<file path="src/rtl/opcodes.sv">
// Shared RISC-V opcode and field constants plus the R-type request record and encoder.
package opcodes;

  localparam logic [6:0] TYPE_R      = 7'b0110011;
  localparam logic [6:0] FUNCT7_BASE = 7'h00;
  localparam logic [6:0] FUNCT7_ALT  = 7'h20;

  localparam logic [2:0] F3_ADD_SUB = 3'b000;
  localparam logic [2:0] F3_SLL     = 3'b001;
  localparam logic [2:0] F3_SLT     = 3'b010;
  localparam logic [2:0] F3_SLTU    = 3'b011;
  localparam logic [2:0] F3_XOR     = 3'b100;
  localparam logic [2:0] F3_SRL_SRA = 3'b101;
  localparam logic [2:0] F3_OR      = 3'b110;
  localparam logic [2:0] F3_AND     = 3'b111;

  typedef struct packed {
    logic [6:0] funct7;
    logic [4:0] rs2;
    logic [4:0] rs1;
    logic [2:0] funct3;
    logic [4:0] rd;
  } rtype_req_t;

  function automatic logic [31:0] encode_r(rtype_req_t r);
    return {r.funct7, r.rs2, r.rs1, r.funct3, r.rd, TYPE_R};
  endfunction

endpackage

</file>
<file path="src/rtl/rtype_req_fifo.sv">
// Request queue for rtype_issuer: DEPTH entries of one R-type field record each.
module rtype_req_fifo
  import opcodes::*;
#(
  parameter int unsigned DEPTH = 4
) (
  input  logic       clk,
  input  logic       reset,
  input  logic       push,
  input  logic       pop,
  input  rtype_req_t wdata,
  output logic       full,
  output logic       empty,
  output rtype_req_t head
);

  localparam int unsigned AW = $clog2(DEPTH);

  // Extra MSB on each pointer separates full (MSBs differ) from empty (equal).
  logic [AW:0] wr_ptr_q, wr_ptr_d;
  logic [AW:0] rd_ptr_q, rd_ptr_d;
  rtype_req_t  mem_q [DEPTH];
  logic        do_push, do_pop;

  assign empty   = (wr_ptr_q == rd_ptr_q);
  assign full    = (wr_ptr_q[AW] != rd_ptr_q[AW]) && (wr_ptr_q[AW-1:0] == rd_ptr_q[AW-1:0]);
  assign do_push = push && !full;
  assign do_pop  = pop && !empty;
  assign head    = mem_q[rd_ptr_q[AW-1:0]];

  always_comb begin
    wr_ptr_d = wr_ptr_q;
    rd_ptr_d = rd_ptr_q;
    if (do_push) wr_ptr_d = wr_ptr_q + (AW+1)'(1);
    if (do_pop)  rd_ptr_d = rd_ptr_q + (AW+1)'(1);
  end

  always_ff @(posedge clk or negedge reset) begin
    if (!reset) begin
      wr_ptr_q <= '0;
      rd_ptr_q <= '0;
    end else begin
      wr_ptr_q <= wr_ptr_d;
      rd_ptr_q <= rd_ptr_d;
    end
  end

  always_ff @(posedge clk) begin
    if (do_push) mem_q[wr_ptr_q[AW-1:0]] <= wdata;
  end

endmodule

</file>
<file path="src/rtl/rtype_issuer.sv">
// Queues R-type field requests, strobes each encoded word into the core IR and awaits writeback.
// Define RTYPE_ISSUER_FUNCT7_CHECK_EN to reject entries whose funct7 is not base/alt.
module rtype_issuer
  import opcodes::*;
#(
  parameter int unsigned DEPTH   = 4,
  parameter int unsigned TIMEOUT = 16
) (
  input  logic        clk,
  input  logic        reset,
  input  logic        req_valid,
  output logic        req_ready,
  input  logic [6:0]  req_funct7,
  input  logic [2:0]  req_funct3,
  input  logic [4:0]  req_rs1,
  input  logic [4:0]  req_rs2,
  input  logic [4:0]  req_rd,
  output logic        write_ir,
  output logic [31:0] instruction,
  input  logic        reg_write,
  input  logic [4:0]  w_reg,
  output logic        busy,
  output logic        done,
  output logic        timeout_err,
  output logic        illegal_err,
  output logic [15:0] retired_count
);

  localparam int unsigned TW = (TIMEOUT > 2) ? $clog2(TIMEOUT) : 1;

  typedef enum logic [1:0] {StIdle, StIssue, StWait} state_e;

  state_e      state_q, state_d;
  logic [TW-1:0] timer_q, timer_d;
  logic [31:0] instr_q, instr_d;
  logic [4:0]  rd_q, rd_d;
  logic        done_q, done_d;
  logic        timeout_q, timeout_d;
  logic [15:0] count_q, count_d;
  logic        fifo_full, fifo_empty, fifo_pop;
  rtype_req_t  fifo_head, req;
  logic        match;

  assign req = '{funct7: req_funct7, rs2: req_rs2, rs1: req_rs1, funct3: req_funct3, rd: req_rd};

  rtype_req_fifo #(
    .DEPTH(DEPTH)
  ) u_fifo (
    .clk  (clk),
    .reset(reset),
    .push (req_valid),
    .pop  (fifo_pop),
    .wdata(req),
    .full (fifo_full),
    .empty(fifo_empty),
    .head (fifo_head)
  );

  // rd == x0 has no visible writeback target, so any write retires it.
  assign match = reg_write && ((w_reg == rd_q) || (rd_q == 5'd0));

`ifdef RTYPE_ISSUER_FUNCT7_CHECK_EN
  logic illegal_q, illegal_d;
  logic head_legal;
  assign head_legal  = (fifo_head.funct7 == FUNCT7_BASE) || (fifo_head.funct7 == FUNCT7_ALT);
  assign illegal_err = illegal_q;
`else
  assign illegal_err = 1'b0;
`endif

  always_comb begin
    state_d   = state_q;
    timer_d   = timer_q;
    instr_d   = instr_q;
    rd_d      = rd_q;
    done_d    = 1'b0;
    timeout_d = timeout_q;
    count_d   = count_q;
    fifo_pop  = 1'b0;
`ifdef RTYPE_ISSUER_FUNCT7_CHECK_EN
    illegal_d = illegal_q;
`endif
    unique case (state_q)
      StIdle: begin
        if (!fifo_empty) begin
          fifo_pop = 1'b1;
`ifdef RTYPE_ISSUER_FUNCT7_CHECK_EN
          if (!head_legal) begin
            illegal_d = 1'b1;
          end else begin
            instr_d = encode_r(fifo_head);
            rd_d    = fifo_head.rd;
            state_d = StIssue;
          end
`else
          instr_d = encode_r(fifo_head);
          rd_d    = fifo_head.rd;
          state_d = StIssue;
`endif
        end
      end
      StIssue: begin
        timer_d = '0;
        state_d = StWait;
      end
      StWait: begin
        if (match) begin
          done_d  = 1'b1;
          count_d = count_q + 16'd1;
          state_d = StIdle;
        end else if (timer_q == TW'(TIMEOUT - 1)) begin
          timeout_d = 1'b1;
          state_d   = StIdle;
        end else begin
          timer_d = timer_q + TW'(1);
        end
      end
      default: state_d = StIdle;
    endcase
  end

  always_ff @(posedge clk or negedge reset) begin
    if (!reset) begin
      state_q   <= StIdle;
      timer_q   <= '0;
      instr_q   <= '0;
      rd_q      <= '0;
      done_q    <= 1'b0;
      timeout_q <= 1'b0;
      count_q   <= '0;
`ifdef RTYPE_ISSUER_FUNCT7_CHECK_EN
      illegal_q <= 1'b0;
`endif
    end else begin
      state_q   <= state_d;
      timer_q   <= timer_d;
      instr_q   <= instr_d;
      rd_q      <= rd_d;
      done_q    <= done_d;
      timeout_q <= timeout_d;
      count_q   <= count_d;
`ifdef RTYPE_ISSUER_FUNCT7_CHECK_EN
      illegal_q <= illegal_d;
`endif
    end
  end

  assign req_ready     = !fifo_full;
  assign write_ir      = (state_q == StIssue);
  assign instruction   = instr_q;
  assign busy          = (state_q != StIdle) || !fifo_empty;
  assign done          = done_q;
  assign timeout_err   = timeout_q;
  assign retired_count = count_q;

endmodule

</file>
<file path="config.mk">
export PLATFORM = sky130hd
export DESIGN_NAME = rtype_issuer
export DESIGN_NICKNAME = d
export VERILOG_FILES = /design/src/rtl/opcodes.sv /design/src/rtl/rtype_req_fifo.sv /design/src/rtl/rtype_issuer.sv
export SDC_FILE = /design/constraint.sdc
export NUM_CORES = 1
export LEC_CHECK = 0
export BUFFER_PORTS_ARGS = -buffer_cell sky130_fd_sc_hd__buf_4
export CAP_MARGIN = 30
export CORE_MARGIN = 2
export CORE_UTILIZATION = 50
export CTS_CLUSTER_DIAMETER = 60
export DETAILED_ROUTE_END_ITERATION = 7
export MAX_ROUTING_LAYER = met4
export PLACE_DENSITY = 0.85
export SETUP_SLACK_MARGIN = 0.02
export SLEW_MARGIN = 20
export SYNTH_ARGS = -nofsm -noshare
export SYNTH_HDL_FRONTEND = slang
export SYNTH_SLANG_ARGS = --single-unit
</file>
<file path="constraint.sdc">
create_clock -name clk -period 2 [get_ports clk]
set_clock_uncertainty 0.1 [all_clocks]
set_input_delay 0.2 -clock clk [delete_from_list [all_inputs] [get_ports clk]]
set_output_delay 0.2 -clock clk [all_outputs]
set_load 0.03 [all_outputs]
</file>
# Word-level counts from Yosys, hierarchy flattened
# Memories as Yosys holds them, arrays and structs flattened.
# Cells that the tools add are included.
# totals
wordCells	57
n_memories	1
out_inout_bits	54
register_bits	64
in_bits	34
ram_bits	100
# op_classes
add_sub_neg	4
reduce_logical	17
bitwise	2
eq_ne	11
mux	13
# mem_list
name	words	width	read_ports	rd_ports_with_merged_regs	write_ports	line_no	text
u_fifo.mem_q	4	25	1	0	1	rtype_req_fifo.sv:22	rtype_req_t mem_q [DEPTH];
# op_table
cell	n
$add A16 B1 Y16 const B	1
$mux W4	2
$pmux W4 S2	1
$add A3 B1 Y3 const B	2
$mux W1	6
$mux W2	3
$ne A2 B2 Y1 const B	3
$pmux W2 S3	1
$reduce_and A2 Y1	3
$reduce_and A3 Y1	2
$eq A5 B5 Y1	1
$logic_not A5 Y1	1
$add A4 B1 Y4 const B	1
$eq A4 B4 Y1 const B	1
$logic_and A1 B1 Y1	4
$reduce_bool A2 Y1	2
$eq A3 B3 Y1	1
$ne A3 B3 Y1 const B	1
$eq A2 B1 Y1 const B	1
$eq A2 B2 Y1	1
$eq A2 B2 Y1 const B	1
$logic_not A1 Y1	2
$logic_not A2 Y1	1
$logic_or A1 B1 Y1	2
2 further kinds	3

# Depth between registers and ports, before layout
# depth
depth_word	6
mapped_depth	8
depth_no_buf	7

# Hierarchy
# From an unflattened synthesis, not the netlist that was laid out.
# hier_totals
hier_cells	377
area_unflattened_um2	6451.2
# modules_own_cells
mod	cells_per_inst	area_per_inst_um2	n_inst
rtype_req_fifo	182	4119.0	1
rtype_issuer	195	2332.2	1

# Worst setup path before layout
# OpenSTA, ideal clock, no wires.
# synth_path
path_kind	flip-flop to flip-flop
start	reg u_fifo.rd_ptr_q[0]
end	mem u_fifo.mem_q[3][0] (netlist name), enable pin
n_path_buf	1
arrival_time_ns	1.819
synth_period_minus_slack_ns	2.304
path_slack_ns	-0.304
t_required_ns	1.514
stages_incl_launch_ff	5
setup_ns	0.386
path_cell_list	dfrtp_1 > buf_2 > xnor2_1 > nand3_1 > and3_1
# synth_between
elab_chain_cells	6
# synth_rtl
element	line_no	text
start: declaration	rtype_req_fifo.sv:21	logic [AW:0] rd_ptr_q, rd_ptr_d;
start signal: assignment	rtype_req_fifo.sv:44	rd_ptr_q <= rd_ptr_d;
$eq A2 B2 Y1	rtype_req_fifo.sv:26	assign full = (wr_ptr_q[AW] != rd_ptr_q[AW]) && (wr_ptr_q[AW-1:0] == rd_ptr_q[AW-1:0]);
$logic_and A1 B1 Y1	rtype_req_fifo.sv:26	
$logic_not A1 Y1	n/a	
via req_ready	rtype_issuer.sv:12	output logic req_ready,
$logic_and A1 B1 Y1	rtype_req_fifo.sv:27	assign do_push = push && !full;
$mux W1	rtype_req_fifo.sv:49	if (do_push) mem_q[wr_ptr_q[AW-1:0]] <= wdata;
$mux W1 (implied by the code)	rtype_req_fifo.sv:49	
end: declaration	rtype_req_fifo.sv:22	
# The timed path passes the listed nets, and every way through them passes these cells.

# Final worst setup path
# layout_path
start	reg rd_q[1]
end	reg count_q[9], in the netlist retired_count[9]
# layout_between
elab_chain_cells	4
word_cells_on_any_way	5
cone_classes	eq/ne (1); reduce/logical (4)
# layout_rtl
element	line_no	text
start: declaration	rtype_issuer.sv:36	logic [4:0] rd_q, rd_d;
start signal: assignment	rtype_issuer.sv:138	rd_q <= rd_d;
$eq A5 B5 Y1 / $logic_not A5 Y1 (equally long branches)	rtype_issuer.sv:60	assign match = reg_write && ((w_reg == rd_q) || (rd_q == 5'd0));
$logic_or A1 B1 Y1 (*)	rtype_issuer.sv:60	
$logic_and A1 B1 Y1 (*)	rtype_issuer.sv:60	
$reduce_and A2 Y1 (no source line) (*)	n/a	
end signal: assignment	rtype_issuer.sv:141	count_q <= count_d;
end: declaration	rtype_issuer.sv:39	logic [15:0] count_q, count_d;
# Mark *: on every way between the ends. The rest lies on a longest branch, timed or not.
# A chain may end at the register's enable or synchronous reset.

==> flow_summary.yaml <==
outcome:
  run_status: "complete, but fails checks"
  violations: "setup timing"
sta:
  slew_headroom_pct: 48.1
  layout_setup_ws_ns: -0.126
  setup_viol: 19
  fmax_mhz: 470
  worstMarginPinSlew_ns: 0.778
  finalHoldWorstSlack_ns: 0.0674
  slew_viol_final: 0
  finalHoldViolations: 0
  rsz0062_at_grt: "true"
  final.min_clock_period_ns: 2.13
  min_period_over_period_pct: 106
  fin_setup_tns_ns: -1.19
cts:
  clock_latency_ns: 0.42
  clockBufferDepth: 2
  cts_tree: "done"
  root_buffer: "clkbuf_16"
  htreeDepth: 4
  clk_pin_slew_ns: 0.06
  cts_buffers: 17
  clock-sinks: 156
worst_setup_path:
  crit_path_start: "rd_q[1]"
  cp.required_ns: 2.21
  arrival_ns: 2.33
  r2r-start: "rd_q[1]"
  start_kind: "flop"
  crit_type: "reg -> reg"
  endpoint_kind: "flop"
  crit_path_max_fanout: 7
final_layout:
  final_nets: 520
  layout-drive-gt1-share_pct: 41.7
  num-fill-cells: 831
  design_area_um2: 8060
  layoutNonFillerInstCount: 657
  diodes: 0
  area_delta_synth_final_pct: 29.3
  post-route-util_pct: 66.5
  final_cell_mix: "edfxtp_1, buf_4, dfrtp_1"
  final_common_cell: "edfxtp_1"
global_routing:
  grt_pass1_vias: 3780
  grtUsageTotal_pct: 20.6
  grt_antenna_before_repair: 0
  grt_overflow_total: 0
  grt_max_degree: 57
  grt_pass1_wl_um: 19400
synth:
  synth_edf_count: 100
  netlist_area_um2: 6230
  synthArstFlopShare_pct: 35.9
  ys_seq_area_share_pct: 70.7
  syn_inst: 342
  synth_ff_type: "edfxtp_1"
  avgSynthCellArea_um2: 18.2
  yosysWarnings: 0
  synth_cell_types: 41
  synth-seq-cells: 156
hold_path:
  hp-start: "req_valid"
  holdCritPathClass: "in -> reg"
floorplan:
  pin_count: 88
  floorplan.rows: 40
  die_w_um: 116
  coreArea_um2: 12100
  die_area_um2: 13400
  start_util_pct: 51.5
  die_y_um: 116
drt:
  ant_nets: 0
  wire_per_inst_um: 18.7
  drt_iter0_markers: 198
  drt_pass1_iterations: 4
  vias: 3537
  remaining_drc_errors: 0
  wl_um: 12300
  vias_per_cell: 5.38
placed_design:
  pre_cts_slack_ns: -0.119
  dp.cells: 595
  place_congestion: 0.821
  hpwl_um: 7610
  portBuffers: 83
  place_area_um2: 7140
power:
  peakVddDrop_mv: 1.12
  p_per_area_nw_per_um2: 1540
  p_total_mw: 12.4
  p_leak_nw: 3.15
job:
  cap_violations: 0
## cell type report
| type | instances | area [µm²] | share of cell area (%) |
|---|---|---|---|
| clock buffers | 18 | 429 | 5.32 |
| clock inverters | 14 | 146 | 1.82 |
| inverters | 6 | 22.5 | 0.279 |
| flip-flops and latches | 156 | 4410 | 54.7 |
| well taps | 168 | 210 | 2.61 |
| multi-input cells | 167 | 1780 | 22.1 |
| repair buffers | 128 | 1060 | 13.1 |
## sequential cells by signal, indices dropped and copies added (netlist names)
signal           cells
rd_q                 4
u_fifo.mem_q       100
timer_q              4
u_fifo.wr_ptr_q      3
state_q              2
u_fifo.rd_ptr_q      3
retired_count       16
timeout_err          1
instruction         22
done                 1
## worst max-delay path: stages, from the launching register on
cell and delay (ns):
dfrtp_2 0.40, or4_4 0.55, or4b_4 0.51, o31ai_4 0.12, nand4_1 0.17, xnor2_1 0.16
## Yosys cell counts (2+ instances only)
library cell / n / area (µm²)
edfxtp_1: 100 / 3000
dfrtp_1: 56 / 1400
mux2_2: 27 / 304
mux4_2: 25 / 563
xnor2_1: 23 / 201
and3_1: 11 / 68.8
nand2_1: 11 / 41.3
ha_1: 10 / 125
nand4_1: 9 / 56.3
nand3_1: 8 / 40.0
buf_4: 7 / 52.6
inv_1: 6 / 22.5
buf_2: 5 / 25.0
o21ai_0: 4 / 20.0
xor2_1: 4 / 35.0
a21oi_1: 3 / 15.0
a31oi_1: 3 / 18.8
clkbuf_1: 3 / 11.3
a311o_1: 2 / 20.0
and2_1: 2 / 12.5
nand3b_1: 2 / 15.0
nor2b_1: 2 / 12.5
## final timing paths
| path | end | slack [ns] | cells past startpoint |
|---|---|---|---|
| max | retired_count[9] | -0.13 | 5 |
| min | u_fifo.wr_ptr_q[0] | 0.07 | 3 |
| max reg2reg | retired_count[9] | -0.13 | 5 |
| min reg2reg | timeout_err | 0.38 | 1 |
| max in group asynchronous | u_fifo.rd_ptr_q[0] | 0.94 | 2 |
| min in group asynchronous | timer_q[3] | 0.30 | 2 |
## per-layer routing
layer	global-route usage [%]	routed length [µm]	vias to the layer above
met5	-	0	-
met4	7.54	193	0
met3	5.07	617	19
met2	35.3	6610	112
met1	23.5	4880	1815
li1	-	-	1591
## cells by family after synthesis
group / Yosys count / share of synthesized area (%)
AOI/OAI and AO/OA: 18 / 2.29
xor gates and xnor gates: 27 / 3.79
and+or+nand+nor: 55 / 5.22
buffers and inverters: 22 / 1.87
DFF: 156 / 70.7
other: 1 / 0.0602
muxes: 53 / 14.1
adders and majority gates: 10 / 2.01
## timing repair
| item | in CTS | in global routing |
|---|---|---|
| hold buffers | 26 | 0 |
| setup endpoints to repair | 22 | 48 |
| gates resized for setup | 3 | 6 |
| pin swaps | 4 | 5 |
| setup buffers | 3 | 1 |
| endpoints found under the hold margin | 156 | 0 |
## power breakdown
part	internal, mW	switching [mW]	leakage [nW]
Sequential	4.37	0.372	1.61
Clock	1.84	1.26	0.276
Combinational	2.15	2.41	1.26
(Power assumes the default switching activity.)
